--- config.mk ---
export PLATFORM = sky130hd
export DESIGN_NAME = md5_search_scheduler
export DESIGN_NICKNAME = d
export VERILOG_FILES = /design/src/rtl/md5_sched_pkg.sv /design/src/rtl/ascii_bcd_counter.sv /design/src/rtl/md5_search_scheduler.sv
export SDC_FILE = /design/constraint.sdc
export NUM_CORES = 1
export LEC_CHECK = 0
export BUFFER_PORTS_ARGS = -buffer_cell sky130_fd_sc_hd__buf_2
export CORE_AREA = 2 2 278 280
export CTS_CLUSTER_SIZE = 24
export DETAILED_ROUTE_END_ITERATION = 10
export DIE_AREA = 0 0 280 282
export PLACE_DENSITY = 0.59
export SYNTH_ARGS = -nofsm -noshare
export SYNTH_HDL_FRONTEND = slang
export SYNTH_SLANG_ARGS = --single-unit
export TNS_END_PERCENT = 10
--- constraint.sdc ---
create_clock -name clk -period 13.09 [get_ports clk]
set_clock_uncertainty 0.15 [all_clocks]
set_input_delay 2.618 -clock clk [delete_from_list [all_inputs] [get_ports clk]]
set_output_delay 2.618 -clock clk [all_outputs]
set_load 0.1 [all_outputs]
--- src/rtl/md5_sched_pkg.sv ---
// Shared types, constants and helpers for the MD5 password-search scheduler.
package md5_sched_pkg;

   typedef enum logic [1:0] {
      IDLE  = 2'd0,
      RUN   = 2'd1,
      DRAIN = 2'd2,
      DONE  = 2'd3
   } state_t;

   localparam logic [7:0] ASCII_ZERO = 8'h30;
   localparam logic [7:0] ASCII_NINE = 8'h39;

   localparam int CAND_W = 64;
   localparam int HASH_W = 128;
   localparam int CHARS  = 8;

   localparam logic [CAND_W-1:0] CAND_ZERO = {CHARS{ASCII_ZERO}};

   // First candidate of core k: leading active digit set to k*10/n, rest '0'.
   function automatic logic [CAND_W-1:0] range_start(input int k, input int n, input int digits);
      logic [CAND_W-1:0] v;
      v = CAND_ZERO;
      v[(digits-1)*8 +: 8] = ASCII_ZERO + 8'((k * 10) / n);
      return v;
   endfunction

   // Keeps the low active digits and holds every unused high character at '0'.
   function automatic logic [CAND_W-1:0] pad_candidate(input logic [CAND_W-1:0] low, input int digits);
      logic [CAND_W-1:0] v;
      v = CAND_ZERO;
      for (int i = 0; i < CHARS; i++) begin
         if (i < digits) begin
            v[i*8 +: 8] = low[i*8 +: 8];
         end
      end
      return v;
   endfunction

endpackage

--- src/rtl/ascii_bcd_counter.sv ---
// Decimal counter kept directly in ASCII, one character per digit, LSB = rightmost digit.
// wrap is high while every digit is '9', i.e. the next increment rolls over to all '0'.
module ascii_bcd_counter
   import md5_sched_pkg::*;
#(
   parameter int NDIG = 8
) (
   input  logic              clk,
   input  logic              reset,
   input  logic              load,
   input  logic [NDIG*8-1:0] load_value,
   input  logic              inc,
   output logic [NDIG*8-1:0] value,
   output logic              wrap
);

   logic [NDIG*8-1:0] next_value;
   logic              carry;

   // Ripple increment: each '9' becomes '0' and passes the carry up one digit.
   always_comb begin
      next_value = value;
      carry      = 1'b1;
      for (int i = 0; i < NDIG; i++) begin
         if (carry) begin
            if (value[i*8 +: 8] == ASCII_NINE) begin
               next_value[i*8 +: 8] = ASCII_ZERO;
            end else begin
               next_value[i*8 +: 8] = value[i*8 +: 8] + 8'd1;
               carry                = 1'b0;
            end
         end
      end
      wrap = carry;
   end

   // Counter register; load wins over increment.
   always_ff @(posedge clk or posedge reset) begin
      if (reset) begin
         value <= {NDIG{ASCII_ZERO}};
      end else if (load) begin
         value <= load_value;
      end else if (inc) begin
         value <= next_value;
      end
   end

endmodule

--- src/rtl/md5_search_scheduler.sv ---
// Drives NUM_CORES pipelined MD5 cores through an exhaustive decimal password search
// and reports the first candidate whose hash equals the target.
// Optional build macro MD5_SCHED_TIMER_EN adds the elapsed_bcd cycle counter output.
module md5_search_scheduler
   import md5_sched_pkg::*;
#(
   parameter int NUM_CORES = 2,
   parameter int PIPE_LAT  = 64,
   parameter int DIGITS    = 8
) (
   input  logic                        clk,
   input  logic                        reset,
   input  logic                        start,
   input  logic                        abort,
   input  logic [HASH_W-1:0]           target_hash,
   output logic                        busy,
   output logic                        done,
   output logic                        found,
   output logic [CAND_W-1:0]           result_pwd,
   output logic [NUM_CORES*CAND_W-1:0] core_att,
   input  logic [NUM_CORES*HASH_W-1:0] core_hash,
   input  logic [NUM_CORES*CAND_W-1:0] core_echo
`ifdef MD5_SCHED_TIMER_EN
   ,
   output logic [95:0]                 elapsed_bcd
`endif
);

   localparam int DW = $clog2(PIPE_LAT + 1);

   state_t              state, next_state;
   logic                load_cnt, inc_cnt, take_hit;
   logic                last_issue, line_out, hit;
   logic [NUM_CORES-1:0] wrap_vec;
   logic [CAND_W-1:0]   hit_pwd;
   logic [HASH_W-1:0]   target_q;
   logic [PIPE_LAT-1:0] vline;
   logic [DW-1:0]       drain_cnt;
   logic                drain_last;

   // Only the highest core's range ends on all '9's, so any wrap flag marks the final issue cycle.
   assign last_issue = |wrap_vec;
   assign line_out   = vline[PIPE_LAT-1];
   assign drain_last = (drain_cnt == DW'(PIPE_LAT - 1));
   assign busy       = (state == RUN) || (state == DRAIN);
   assign done       = (state == DONE);

   for (genvar k = 0; k < NUM_CORES; k++) begin : g_core
      localparam logic [CAND_W-1:0] START_K = range_start(k, NUM_CORES, DIGITS);
      logic [DIGITS*8-1:0] cnt_val;

      ascii_bcd_counter #(.NDIG(DIGITS)) u_cnt (
         .clk        (clk),
         .reset      (reset),
         .load       (load_cnt),
         .load_value (START_K[DIGITS*8-1:0]),
         .inc        (inc_cnt),
         .value      (cnt_val),
         .wrap       (wrap_vec[k])
      );

      assign core_att[k*CAND_W +: CAND_W] = pad_candidate(CAND_W'(cnt_val), DIGITS);
   end

   // Compare every returned hash against the target; descending scan so the lowest core wins.
   always_comb begin
      hit     = 1'b0;
      hit_pwd = '0;
      for (int k = NUM_CORES - 1; k >= 0; k--) begin
         if (line_out && (core_hash[k*HASH_W +: HASH_W] == target_q)) begin
            hit     = 1'b1;
            hit_pwd = core_echo[k*CAND_W +: CAND_W];
         end
      end
   end

   // State register.
   always_ff @(posedge clk or posedge reset) begin
      if (reset) begin
         state <= IDLE;
      end else begin
         state <= next_state;
      end
   end

   // Next-state and control decode; abort overrides everything, including start.
   always_comb begin
      next_state = state;
      load_cnt   = 1'b0;
      inc_cnt    = 1'b0;
      take_hit   = 1'b0;
      if (abort) begin
         next_state = IDLE;
      end else begin
         case (state)
            IDLE, DONE: begin
               if (start) begin
                  next_state = RUN;
                  load_cnt   = 1'b1;
               end
            end
            RUN: begin
               if (hit) begin
                  next_state = DONE;
                  take_hit   = 1'b1;
               end else if (last_issue) begin
                  next_state = DRAIN;
               end else begin
                  inc_cnt = 1'b1;
               end
            end
            DRAIN: begin
               if (hit) begin
                  next_state = DONE;
                  take_hit   = 1'b1;
               end else if (drain_last) begin
                  next_state = DONE;
               end
            end
            default: next_state = IDLE;
         endcase
      end
   end

   // Target latch, in-flight valid line, drain timer and the captured result.
   always_ff @(posedge clk or posedge reset) begin
      if (reset) begin
         target_q   <= '0;
         vline      <= '0;
         drain_cnt  <= '0;
         found      <= 1'b0;
         result_pwd <= '0;
      end else if (load_cnt) begin
         target_q   <= target_hash;
         vline      <= '0;
         drain_cnt  <= '0;
         found      <= 1'b0;
         result_pwd <= '0;
      end else begin
         vline[0] <= (state == RUN);
         for (int i = 1; i < PIPE_LAT; i++) begin
            vline[i] <= vline[i-1];
         end
         if (state == DRAIN) begin
            drain_cnt <= drain_cnt + DW'(1);
         end else begin
            drain_cnt <= '0;
         end
         if (take_hit) begin
            found      <= 1'b1;
            result_pwd <= hit_pwd;
         end
      end
   end

`ifdef MD5_SCHED_TIMER_EN
   logic timer_wrap;

   ascii_bcd_counter #(.NDIG(12)) u_timer (
      .clk        (clk),
      .reset      (reset),
      .load       (load_cnt),
      .load_value ({12{ASCII_ZERO}}),
      .inc        (busy),
      .value      (elapsed_bcd),
      .wrap       (timer_wrap)
   );
`endif

endmodule

==> results.toml <==
[run_status]
outcome = "finished clean"

[clock_tree]
clk_latency_ns = 0.59
cts_tree = "yes"
cts.reportedPaths.clkPinSlew_ns = 0.06
postCtsSetupRepairBufs = 0
post_cts_resized = 0
root_buffer = "clkbuf_16"
clk_path_buf_depth = 3
htree_levels = 2
numClockSinks = 394
cts_buffers = 50
postCtsHoldBufs = 0

[logic_synthesis]
synth.most_common_cell = "nand2_1"
syn-instance-count = 2461
synth_edf_count = 0
post-synth-top-area-fraction_pct = 41.0
ys_types = 73
yosysSeqAreaShare_pct = 44.8
netlist_area_mm2 = 0.0221
syn_area_per_cell_um2 = 8.97
ys_ff_latch = 394
synth_area_leaders = "dfrtp_1 (41%), nand2_1 (9.0%), xnor2_1 (6.3%)"
synth_top_area_cell = "dfrtp_1"
ys.flop_type = "dfrtp_1"
synth_nets = 3013
synth-async-reset-ratio_pct = 100
yosys-top-cells-count = "nand2_1 (528), dfrtp_1 (362), xnor2_1 (158)"
yosys_warnings = 0

[setup_path]
crit_family = "simple AND/OR/NAND/NOR gates"
worst_path_most_repeated_cell = "nand4_1"
critPathLaunchType = "primary input"
cp-end-kind = "register"
cpMaxStageDelayCell = "buf_4"
worstPathCellList = "buf_2, xnor2_1, nand4_1, nor4_1, and3_1, nand4_1, nand3_4, buf_4, nor2_1, a32oi_1"
crit_buf_inv = 2
critPathKind = "primary input to register"
path_max_fanout = 121
slowest_delay_ns = 0.85
crit_arrival_ns = 6.72
crit_required_ns = 13.44

[route]
viasPerCell = 5.33
drt-total-wl_mm = 110
wl_per_cell_um = 26.4
drt.antenna.violating_nets = 0
firstDrtPassIters = 7
drc = 0
vias = 22200
drt_iter0_markers = 1775

[floorplan]
fp.dieW_um = 280
io_pins = 711
die_h_um = 282
design.die.area_mm2 = 0.0790
rows = 101
start_util_pct = 29.2
core_mm2 = 0.0757

[timing]
tns_ns = 0
worst_pin_slew_ns = 1.15
relSlewSlack_pct = 23.2
grt_setup_unrepaired = "no"
drv_slew = 0
final.min_clock_period_ns = 6.37
fmax_mhz = 157
min_period_over_period_pct = 48.7
hold_viol_final = 0
setup_viol = 0

[pwr]
p_leak_nw = 13.1
power_switching_w = 0.00192
internal_power_w = 0.00277
seqPwrFrac_pct = 39.5
ir_worst_vdd_uv = 130
netSwitchingFraction_pct = 41.0
pwr-share-clk_pct = 30.1
power_density_mw_per_mm2 = 166
p_comb_share_pct = 30.5

[global_routing]
grt_antenna_before_repair = 49
grt_pass1_vias = 21600
grt_max_degree = 162
grt_usage_pct = 26.9
grt_pass1_wl_mm = 154
overflow = 0

[worst_hold_path]
hold_path_class = "register to register"

[placed_design]
place_area_mm2 = 0.0266
port_buffers = 710
gp_congestion = 1.07
dp_hpwl_mm = 88.4

[final_layout]
fin_nets = 3687
layout-drive-gt1-share_pct = 27.3
multi_input_area_mm2 = 0.0116
fillCellCount = 8023
finalInstanceArea_mm2 = 0.0283
regArea_mm2 = 0.00990
area_delta_synth_final_pct = 28.2

[run]
cap_violations = 0
-- cell families after synthesis --
kind of cell / Yosys count / synth area share, %
AND/OR/NAND/NOR: 1289 / 30.3
AO/OA/AOI/OAI: 340 / 9.65
flip-flops: 394 / 44.8
buffers and inverters: 157 / 3.03
multiplexers: 76 / 3.44
adder cells (fa/ha/maj): 36 / 2.04
XOR/XNOR: 169 / 6.70
-- routing by layer --
layer	routed length (µm)	share of wire, %	vias to the layer above	GRT usage [%]
met1	41900	38	10800	32.1
met3	12000	11	282	9.68
met4	7150	6.5	52	15.4
met5	322	0.29	-	0
li1	-	-	10100	-
met2	48800	44	1050	41.9
-- final cells by class --
class / count / share of cell area [%]
flip-flops and latches: 394 / 35.0
well taps: 978 / 4.32
multi-input cells: 1910 / 40.8
repair buffers: 728 / 13.2
clock inverters: 21 / 0.769
diodes: 20 / 0.177
inverters: 51 / 0.689
clock buffers: 71 / 5.09
-- metrics by stage --
stage / util [%] / hold WS [ns] / setup WS [ns] / instances / power (W)
final: 37.4 / 0.290 / 6.72 / 4173 / 0.00469
after global routing: 37.4 / 0.308 / 6.58 / 4159 / 0.00489
after CTS: 37.3 / 0.296 / 6.87 / 4153 / 0.00470
after detailed placement: 35.2 / 0.287 / 6.26 / 4061 / 0.00326
after global placement: 35.2 / 0.280 / 6.26 / 4061 / 0.00326
after floorplan: - / 0.278 / 5.05 / 2461 / 0.00258
-- registers in the layout, summed over array words and instances (netlist names) --
name / cells
state: 2
found: 1
target_q: 128
g_core.u_cnt.value: 128
vline: 64
drain_cnt: 7
result_pwd: 64
-- worst paths after layout --
kind	startpoint	end	slack [ns]	depth (start not counted)
setup / recovery	core_hash[30]	g_core[1].u_cnt.value[37]	6.72	10
hold / removal	vline[61]	vline[62]	0.29	1
setup reg to reg	g_core[1].u_cnt.value[1]	g_core[1].u_cnt.value[37]	8.23	11
hold reg to reg	vline[61]	vline[62]	0.29	1
max in group asynchronous	reset	vline[12]	8.49	5
min in group asynchronous	reset	g_core[1].u_cnt.value[11]	2.19	3
-- layout by cell type (no fill, tap or decap), types with 50 or more instances in the layout --
cell type	synthesis	final
a21oi_1	77	77
and2_1	77	77
buf_2	24	710
clkbuf_16	0	51
dfrtp_1	362	362
inv_1	51	50
mux2i_1	76	76
nand2_1	528	527
nand2b_1	122	122
nand3_1	73	72
nand4_1	125	125
nor2_1	62	62
nor2b_1	52	52
nor4_1	60	59
o21ai_0	79	79
o21ai_1	57	57
xnor2_1	158	158
-- power by group through the flow --
stage                     clock (W)  sequential, W  combinational [W]
after floorplan                   0        0.00167           0.000907
after global placement            0        0.00185            0.00141
after detailed placement          0        0.00185            0.00140
after CTS                   0.00145        0.00183            0.00141
after global routing        0.00150        0.00185            0.00154
final                       0.00141        0.00185            0.00143
Power figures use the tool's default switching activity.
